### src/rtl/mmu_pkg.sv
// Shared types for the MMU request arbiter slice.
// Holds the FSM state encoding and the index-width helper.
package mmu_pkg;

  typedef enum logic [1:0] {
    IDLE,
    ISSUE,
    WAIT_DONE,
    DONE
  } arb_state_t;

  function automatic int clog2(input int n);
    int r;
    r = 1;
    for (int i = 1; i < 31; i++) begin
      if ((1 << i) < n) r = i + 1;
    end
    return r;
  endfunction

endpackage

### src/rtl/rr_picker.sv
// Combinational round-robin pick: first set request at or after ptr.
// Returns a one-hot grant, its index and whether anything was found.
module rr_picker
  import mmu_pkg::*;
#(
  parameter int N  = 4,
  parameter int IW = 2
) (
  input  logic [N-1:0]  req,
  input  logic [IW-1:0] ptr,
  output logic [N-1:0]  gnt,
  output logic [IW-1:0] idx,
  output logic          any
);

  int j;

  always_comb begin
    gnt = '0;
    idx = '0;
    any = 1'b0;
    j   = 0;
    for (int k = 0; k < N; k++) begin
      j = int'(ptr) + k;
      if (j >= N) j = j - N;
      if (!any && req[j]) begin
        any    = 1'b1;
        gnt[j] = 1'b1;
        idx    = IW'(j);
      end
    end
  end

endmodule

### src/rtl/mmu_req_arbiter.sv
// Shares one MMU translation port among NUM_REQ requesters, round-robin,
// one transaction in flight; reports latency, page faults and ack timeouts.
module mmu_req_arbiter
  import mmu_pkg::*;
#(
  parameter int NUM_REQ     = 4,
  parameter int ACK_TIMEOUT = 16,
  parameter int LAT_W       = 16,
  parameter int CNT_W       = 16
) (
  input  logic                 clk,
  input  logic                 reset,
  input  logic [NUM_REQ-1:0]   req_valid,
  input  logic [NUM_REQ-1:0]   req_write,
  input  logic [NUM_REQ*32-1:0] req_addr,
  output logic [NUM_REQ-1:0]   req_grant,
  output logic [NUM_REQ-1:0]   req_done,
  output logic                 mmu_valid_instr,
  output logic                 mmu_cpu_write,
  output logic [31:0]          mmu_address,
  input  logic                 mmu_ready,
  input  logic                 mmu_page_fault,
  output logic                 busy,
  output logic [LAT_W-1:0]     last_latency,
  output logic [CNT_W-1:0]     fault_count,
  output logic                 timeout_err
);

  localparam int IW = clog2(NUM_REQ);
  localparam int AW = clog2(ACK_TIMEOUT);

  arb_state_t         state_q, state_d;
  logic [IW-1:0]      rr_q, rr_d;
  logic [IW-1:0]      owner_q, owner_d;
  logic [NUM_REQ-1:0] grant_q, grant_d;
  logic [NUM_REQ-1:0] done_q, done_d;
  logic               valid_q, valid_d;
  logic               write_q, write_d;
  logic [31:0]        addr_q, addr_d;
  logic               busy_q, busy_d;
  logic [LAT_W-1:0]   lat_q, lat_d;
  logic [LAT_W-1:0]   last_lat_q, last_lat_d;
  logic [CNT_W-1:0]   fcnt_q, fcnt_d;
  logic               terr_q, terr_d;
  logic [AW-1:0]      ack_q, ack_d;
  logic               pf_q, pf_d;

  logic [NUM_REQ-1:0] pick_gnt;
  logic [IW-1:0]      pick_idx;
  logic               pick_any;
  logic [31:0]        sel_addr;
  logic               sel_write;
  logic [LAT_W-1:0]   lat_inc;

  rr_picker #(
    .N  (NUM_REQ),
    .IW (IW)
  ) u_pick (
    .req (req_valid),
    .ptr (rr_q),
    .gnt (pick_gnt),
    .idx (pick_idx),
    .any (pick_any)
  );

  always_comb begin
    sel_addr  = '0;
    sel_write = 1'b0;
    for (int i = 0; i < NUM_REQ; i++) begin
      if (pick_gnt[i]) begin
        sel_addr  = req_addr[32*i +: 32];
        sel_write = req_write[i];
      end
    end
  end

  assign lat_inc = (lat_q == '1) ? lat_q : lat_q + LAT_W'(1);

  always_comb begin
    state_d    = state_q;
    rr_d       = rr_q;
    owner_d    = owner_q;
    grant_d    = grant_q;
    done_d     = '0;
    valid_d    = valid_q;
    write_d    = write_q;
    addr_d     = addr_q;
    busy_d     = busy_q;
    lat_d      = lat_q;
    last_lat_d = last_lat_q;
    fcnt_d     = fcnt_q;
    terr_d     = terr_q;
    ack_d      = ack_q;
    pf_d       = mmu_page_fault;

    if (state_q == WAIT_DONE && mmu_page_fault && !pf_q && fcnt_q != '1)
      fcnt_d = fcnt_q + CNT_W'(1);

    unique case (state_q)
      IDLE: begin
        lat_d = '0;
        if (mmu_ready && pick_any) begin
          grant_d = pick_gnt;
          owner_d = pick_idx;
          write_d = sel_write;
          addr_d  = sel_addr;
          busy_d  = 1'b1;
          state_d = ISSUE;
        end
      end
      ISSUE: begin
        if (!valid_q) begin
          // first issue starts latency at 1; a re-issue keeps counting
          valid_d = 1'b1;
          ack_d   = '0;
          lat_d   = (lat_q == '0) ? LAT_W'(1) : lat_inc;
        end else if (!mmu_ready) begin
          valid_d = 1'b0;
          lat_d   = lat_inc;
          state_d = WAIT_DONE;
        end else if (ack_q == AW'(ACK_TIMEOUT - 1)) begin
          terr_d  = 1'b1;
          valid_d = 1'b0;
          lat_d   = lat_inc;
        end else begin
          ack_d = ack_q + AW'(1);
          lat_d = lat_inc;
        end
      end
      WAIT_DONE: begin
        lat_d = lat_inc;
        if (mmu_ready) begin
          done_d  = grant_q;
          state_d = DONE;
        end
      end
      DONE: begin
        last_lat_d = lat_q;
        grant_d    = '0;
        busy_d     = 1'b0;
        rr_d       = (owner_q == IW'(NUM_REQ - 1)) ? '0 : owner_q + IW'(1);
        state_d    = IDLE;
      end
      default: state_d = IDLE;
    endcase
  end

  always_ff @(posedge clk) begin
    if (reset) begin
      state_q    <= IDLE;
      rr_q       <= '0;
      owner_q    <= '0;
      grant_q    <= '0;
      done_q     <= '0;
      valid_q    <= 1'b0;
      write_q    <= 1'b0;
      addr_q     <= '0;
      busy_q     <= 1'b0;
      lat_q      <= '0;
      last_lat_q <= '0;
      fcnt_q     <= '0;
      terr_q     <= 1'b0;
      ack_q      <= '0;
      pf_q       <= 1'b0;
    end else begin
      state_q    <= state_d;
      rr_q       <= rr_d;
      owner_q    <= owner_d;
      grant_q    <= grant_d;
      done_q     <= done_d;
      valid_q    <= valid_d;
      write_q    <= write_d;
      addr_q     <= addr_d;
      busy_q     <= busy_d;
      lat_q      <= lat_d;
      last_lat_q <= last_lat_d;
      fcnt_q     <= fcnt_d;
      terr_q     <= terr_d;
      ack_q      <= ack_d;
      pf_q       <= pf_d;
    end
  end

  assign req_grant       = grant_q;
  assign req_done        = done_q;
  assign mmu_valid_instr = valid_q;
  assign mmu_cpu_write   = write_q;
  assign mmu_address     = addr_q;
  assign busy            = busy_q;
  assign last_latency    = last_lat_q;
  assign fault_count     = fcnt_q;
  assign timeout_err     = terr_q;

endmodule

### config.mk
export PLATFORM = sky130hd
export DESIGN_NAME = mmu_req_arbiter
export DESIGN_NICKNAME = d
export VERILOG_FILES = /design/src/rtl/mmu_pkg.sv /design/src/rtl/rr_picker.sv /design/src/rtl/mmu_req_arbiter.sv
export SDC_FILE = /design/constraint.sdc
export NUM_CORES = 1
export LEC_CHECK = 0
export ABC_CLOCK_PERIOD_IN_PS = 4850
export CAP_MARGIN = 20
export CORE_UTILIZATION = 51
export DETAILED_ROUTE_END_ITERATION = 8
export GPL_TIMING_DRIVEN = 0
export MAX_ROUTING_LAYER = met4
export PLACE_DENSITY = 0.93
export SYNTH_ARGS = -nofsm -noshare
export SYNTH_HDL_FRONTEND = slang
export SYNTH_SLANG_ARGS = --single-unit
### constraint.sdc
create_clock -name clk -period 4.85 [get_ports clk]
set_input_delay 1.455 -clock clk [delete_from_list [all_inputs] [get_ports clk]]
set_output_delay 1.455 -clock clk [all_outputs]
set_load 0.01 [all_outputs]
After elaboration in Yosys (flattened, before gate mapping)
Index checks and enable logic that the tools add are counted.
- register bits: 103
- input port bits: 140
- output and inout port bits: 76
- word-level logic and storage cells: 145
- add/sub/neg operators: 11
- order comparisons: 12
- eq/ne operators: 13
- muxes and demuxes: 64
- bitwise operators: 5
- reductions and logical operators: 25
- operator list (kind ; number):
    $mux W32 ; 8
    $ge A32 B1 Y1 const B ; 4
    $lt A32 B4 Y1 const B ; 4
    $ge A32 B4 Y1 const B ; 3
    $sub A32 B4 Y32 const B ; 3
    $mux W16 ; 3
    $pmux W16 S3 ; 1
    $add A16 B1 Y16 const B ; 2
    $mux W4 ; 8
    $mux W1 ; 24
    $mux W2 ; 9
    $eq A16 B16 Y1 const B ; 1
    $logic_not A16 Y1 ; 1
    $ne A16 B16 Y1 const B ; 1
    $ne A2 B2 Y1 const B ; 6
    $or A4 B4 Y4 ; 3
    $logic_and A1 B1 Y1 ; 11
    $bmux W1 S2 ; 4
    $demux W1 S2 ; 4
    $pmux W2 S4 ; 1
    $pmux W4 S2 ; 1
    $reduce_and A4 Y1 ; 2
    $add A2 B2 Y3 const B ; 2
    $eq A2 B2 Y1 const B ; 3
    other kinds (16) ; 21

Longest topological paths before layout
- word-level depth: 19
- depth in mapped cells: 12
- depth with buffers taken out: 8

Modules after synthesis
Synthesis repeated with hierarchy kept, for this count alone.
- cells, all modules: 702
- area total of the unflattened synthesis: 5780.5 um^2
- modules (own cells, without submodules) (module ; instances ; cells each ; area an instance (um^2) ; seq. area each (um^2)):
    mmu_req_arbiter ; 1 ; 654 ; 5320.1 ; 2062.0
    rr_picker ; 1 ; 48 ; 460.4 ; 0.0

Worst setup path before layout
OpenSTA, ideal clock, no wires.
- path type: input port to flip-flop
- start point: input port req_valid[0]
- end point: register addr_q[10], in the netlist mmu_address[10]
- library setup time: 0.127 ns
- data arrival time: 3.318 ns
- data required time: 4.723 ns
- path slack: 1.405 ns
- cell stages on the path: 9
- path buffers: 3
- path through: buf_2 > mux2_4 > mux2i_4 > mux2_2 > a221o_1 > buf_6 > buf_12 > a211oi_2 > a211oi_2
- word-level cells in the longest chain between the ends: 17
- elaborated cells on any way between the ends: 35
- those cells by class: 24 x mux; 3 x bitwise; 8 x reduce/logical
- ends and longest elaborated chain (what ; line ; source):
    start: declaration ; mmu_req_arbiter.sv:13 ; input logic [NUM_REQ-1:0] req_valid,
    $bmux W1 S2 ; rr_picker.sv:26 ; if (!any && req[j]) begin
    $mux W1 (implied by the code) (2 in a row) ; rr_picker.sv:26 ;
    $mux W1 ; rr_picker.sv:26 ;
    $logic_not A1 Y1 ; rr_picker.sv:26 ;
    $logic_and A1 B1 Y1 ; rr_picker.sv:26 ;
    $mux W1 ; rr_picker.sv:26 ;
    $logic_not A1 Y1 ; rr_picker.sv:26 ;
    $logic_and A1 B1 Y1 ; rr_picker.sv:26 ;
    $mux W1 ; rr_picker.sv:26 ;
    $logic_not A1 Y1 ; rr_picker.sv:26 ;
    $logic_and A1 B1 Y1 ; rr_picker.sv:26 ;
    $mux W4 ; rr_picker.sv:26 ;
    $mux W32 (4 in a row) ; mmu_req_arbiter.sv:70 ; if (pick_gnt[i]) begin
    end signal: assignment ; mmu_req_arbiter.sv:173 ; addr_q <= addr_d;
    end: declaration ; mmu_req_arbiter.sv:39 ; logic [31:0] addr_q, addr_d;
Several ways; a longest one is shown, not always the timed one. The select of a mux whose other input is x is not followed.
A chain may end at the register's enable or synchronous reset.

Worst setup path after layout
- start point: input port req_valid[0]
- end point: register addr_q[15], in the netlist mmu_address[15]
The elaborated chain is that of the path after synthesis.

==> metrics <==
Die H=116 um; Max-slew headroom=0.415; total track usage=0.342; Largest stage delay, worst path=0.45 ns; ANT nets after route=0; Avg Cell Area, Syn=8.82 um2; # resized after CTS=0; PwrDens=387 nW/um2; layout cells sized above 1=0.138; actual slew at the worst max-slew pin=0.864 ns; Die ar.=13400 um2; Post-CTS Hold Buffers=0; Max-Cap Viols=0; vias per inst=6.02; Top delay family on crit path=buffers and inverters; root buf cell=clkbuf_16; Synth Cell Area=6610 um2; Max Clk Rate=256 MHz; status=complete, no violations; DP Cell Count=1135; largest family of logic cells by synthesized area=compound AO/OA/AOI/OAI gates; clock sinks=103; TritonCTS clock tree=yes; Synth Area in XOR/XNOR=0.0199; initial antenna violation count=0; IO Count=216; Setup-failing EPs final=0; CP required=5.08 ns; Rows=41; Core ar.=12600 um2; Layout area overhead=40.4%; gpl congestion=0.921; Worst Hold Class=register to register; Synth cell types=67; WP data arrival=4.13 ns; routed vias=6934; Synth warnings=0; first-pass GRT wire length=34400 um; post-CTS setup buffer count=0; drt total wl=22200 um; CP Cell Sequence=clkdlybuf4s50_1 -> buf_2 -> mux2_4 -> mux2i_4 -> mux2_4 -> a211o_1 -> buf_6 -> buf_2 -> nor3b_1 -> a211oi_2; Final Hold Viols=0; Adder-Cell Fraction of Synth Area=0.0360; Min Clock Period, post-route=3.90 ns; peak supply drop=0.357 mV; Post-synth EDFFs=0; Clock transition at path regs=0.07 ns; WL/cell=19.3 um; Post-Syn Nets=908; Worst Skew=0.00722 ns; nets=1133; # H-tree levels=3; drt drc=0; simple-gate area share of the yosys netlist=0.237; PortBufs=214; largest net degree at the start of global routing=20; grt ovf=0; vias in the first global route=6747; critical path startpoint category=input port; drt pass-1 iters=5; Die X=116 um; compound-cell area share of the yosys netlist=0.266; Cells after Synth=749; post-synthesis mux area share=0.0632; register area share after synthesis=0.312; predominant post-synthesis flop cell=dfxtp_1; Slew Limit Fails=0; FILL cells=936; Yosys reg bits=103; Initial Utilization=0.524; post-DP HPWL=16300 um; WP buf/inv=4; Min Hold Slack=0.485 ns; Total Neg Setup Slack=0 ns; non-filler cells in the finished layout=1151; Longest Clk Path Bufs=2; unrepaired setup endpoints after global routing=false; Inserted Clock Buffers=9; LEAKAGE=3.10 nW; crit path kind=input port to register; fin crit share=0.804; n_diodes=0; crit-path max FO=10; Skew-Pair Late Insertion Delay=0.36 ns; Iter 0 DRT Violations=588; Async SR Flop Fraction=0; CP Capture Type=register; CP max-delay cell=clkdlybuf4s50_1
[power breakdown]
part | switching (W) | internal [W]
logic | 0.000975 | 0.000790
clock network | 0.000359 | 0.000412
registers | 0.0000887 | 0.000967
total | 0.00142 | 0.00217
[flip-flops by register name, indices dropped and copies added, names as in the netlist]
signal / count
timeout_err: 1
last_latency: 16
rr_q: 2
lat_q: 16
state_q: 2
busy: 1
ack_q: 4
req_grant: 4
owner_q: 2
mmu_address: 32
pf_q: 1
mmu_cpu_write: 1
req_done: 4
mmu_valid_instr: 1
fault_count: 16
[tightest hold or removal path: cells and delay by family, from the launching register on]
kind	cells	cell delay (ns)
DFF	1	0.33
and+or+nand+nor	1	0.06
AOI/OAI and AO/OA	1	0.06
[per-layer routing]
layer / vias to the layer above / part of all wire / global-route usage
li1: 3231 / - / -
met1: 3266 / 0.37 / 0.368
met2: 348 / 0.50 / 0.579
met3: 89 / 0.090 / 0.100
met4: 0 / 0.040 / 0.158
met5: - / 0 / -
[kinds of logic after synthesis]
logic type      after synthesis
compound gates              190
xor+xnor                     15
fa+ha+maj                    19
buf+inv                      73
flops                       103
mux                          34
simple gates                315
[cells in the final DEF (no fill, tap or decap), types with 3 or more instances in the layout]
cell type / count
a211oi_1: 10
a211oi_2: 60
a21oi_1: 20
a22oi_1: 5
a311oi_1: 4
a31oi_1: 6
a41oi_1: 5
and2_1: 6
and3_1: 6
and3b_1: 3
and4_1: 6
buf_1: 9
buf_12: 3
buf_2: 17
buf_4: 8
buf_6: 8
clkbuf_1: 17
clkbuf_16: 9
clkdlybuf4s50_1: 214
dfxtp_1: 103
ha_1: 19
inv_1: 10
mux2_2: 4
mux2i_1: 23
mux2i_4: 3
nand2_1: 30
nand2b_1: 4
nand3_1: 51
nand4_1: 7
nor2_1: 132
nor2b_1: 4
nor3_1: 16
nor3b_1: 34
nor4_1: 4
o21ai_0: 17
o22ai_1: 4
o31ai_1: 35
or3_1: 5
xnor2_1: 7
xor2_1: 8
[synthesized netlist by cell type (10+ instances only)]
cell type  count  share of area
clkbuf_1      17         0.0097
ha_1          19          0.036
a211oi_1      10          0.011
nand2_1       30          0.017
buf_2         17          0.013
a21oi_1       20          0.015
nand3_1       51          0.039
nor3b_1       34          0.039
o21ai_0       17          0.013
mux2i_1       23          0.035
inv_1         10         0.0057
o31ai_1       35          0.040
nor3_1        16          0.012
nor2_1       132          0.075
a211oi_2      60           0.11
dfxtp_1      103           0.31
[per-stage QoR]
stage / setup WS (ns) / utilization / area, um2 / power, W
5_1_grt: 0.903 / 0.735 / 9280 / 0.00377
2_1_floorplan: 1.41 / - / 6610 / 0.00219
3_3_place_gp: 0.673 / 0.710 / 8960 / 0.00275
4_1_cts: 1.00 / 0.735 / 9280 / 0.00357
6_report: 0.950 / 0.735 / 9280 / 0.00359
3_5_place_dp: 0.627 / 0.710 / 8960 / 0.00280
[worst paths after layout]
check / startpoint / end / slack (ns) / cells after the start
max: req_valid[0] / mmu_address[15] / 0.95 / 10
max reg2reg: rr_q[1] / mmu_address[15] / 1.35 / 12
min: req_grant[3] / req_grant[3] / 0.49 / 2
min reg2reg: req_grant[3] / req_grant[3] / 0.49 / 2
[area by class of cell]
| class | count | area, um2 | area share |
|---|---|---|---|
| buffer | 62 | 393 | 0.0423 |
| inverter | 11 | 41.3 | 0.00445 |
| sequential | 103 | 2060 | 0.222 |
| clock buffer | 9 | 225 | 0.0243 |
| tap | 172 | 215 | 0.0232 |
| clock inverter | 7 | 88.8 | 0.00957 |
| multi-input combinational | 573 | 4110 | 0.443 |
| timing repair buffer | 214 | 2140 | 0.231 |
No activity file was read; power rests on OpenSTA's default activity.
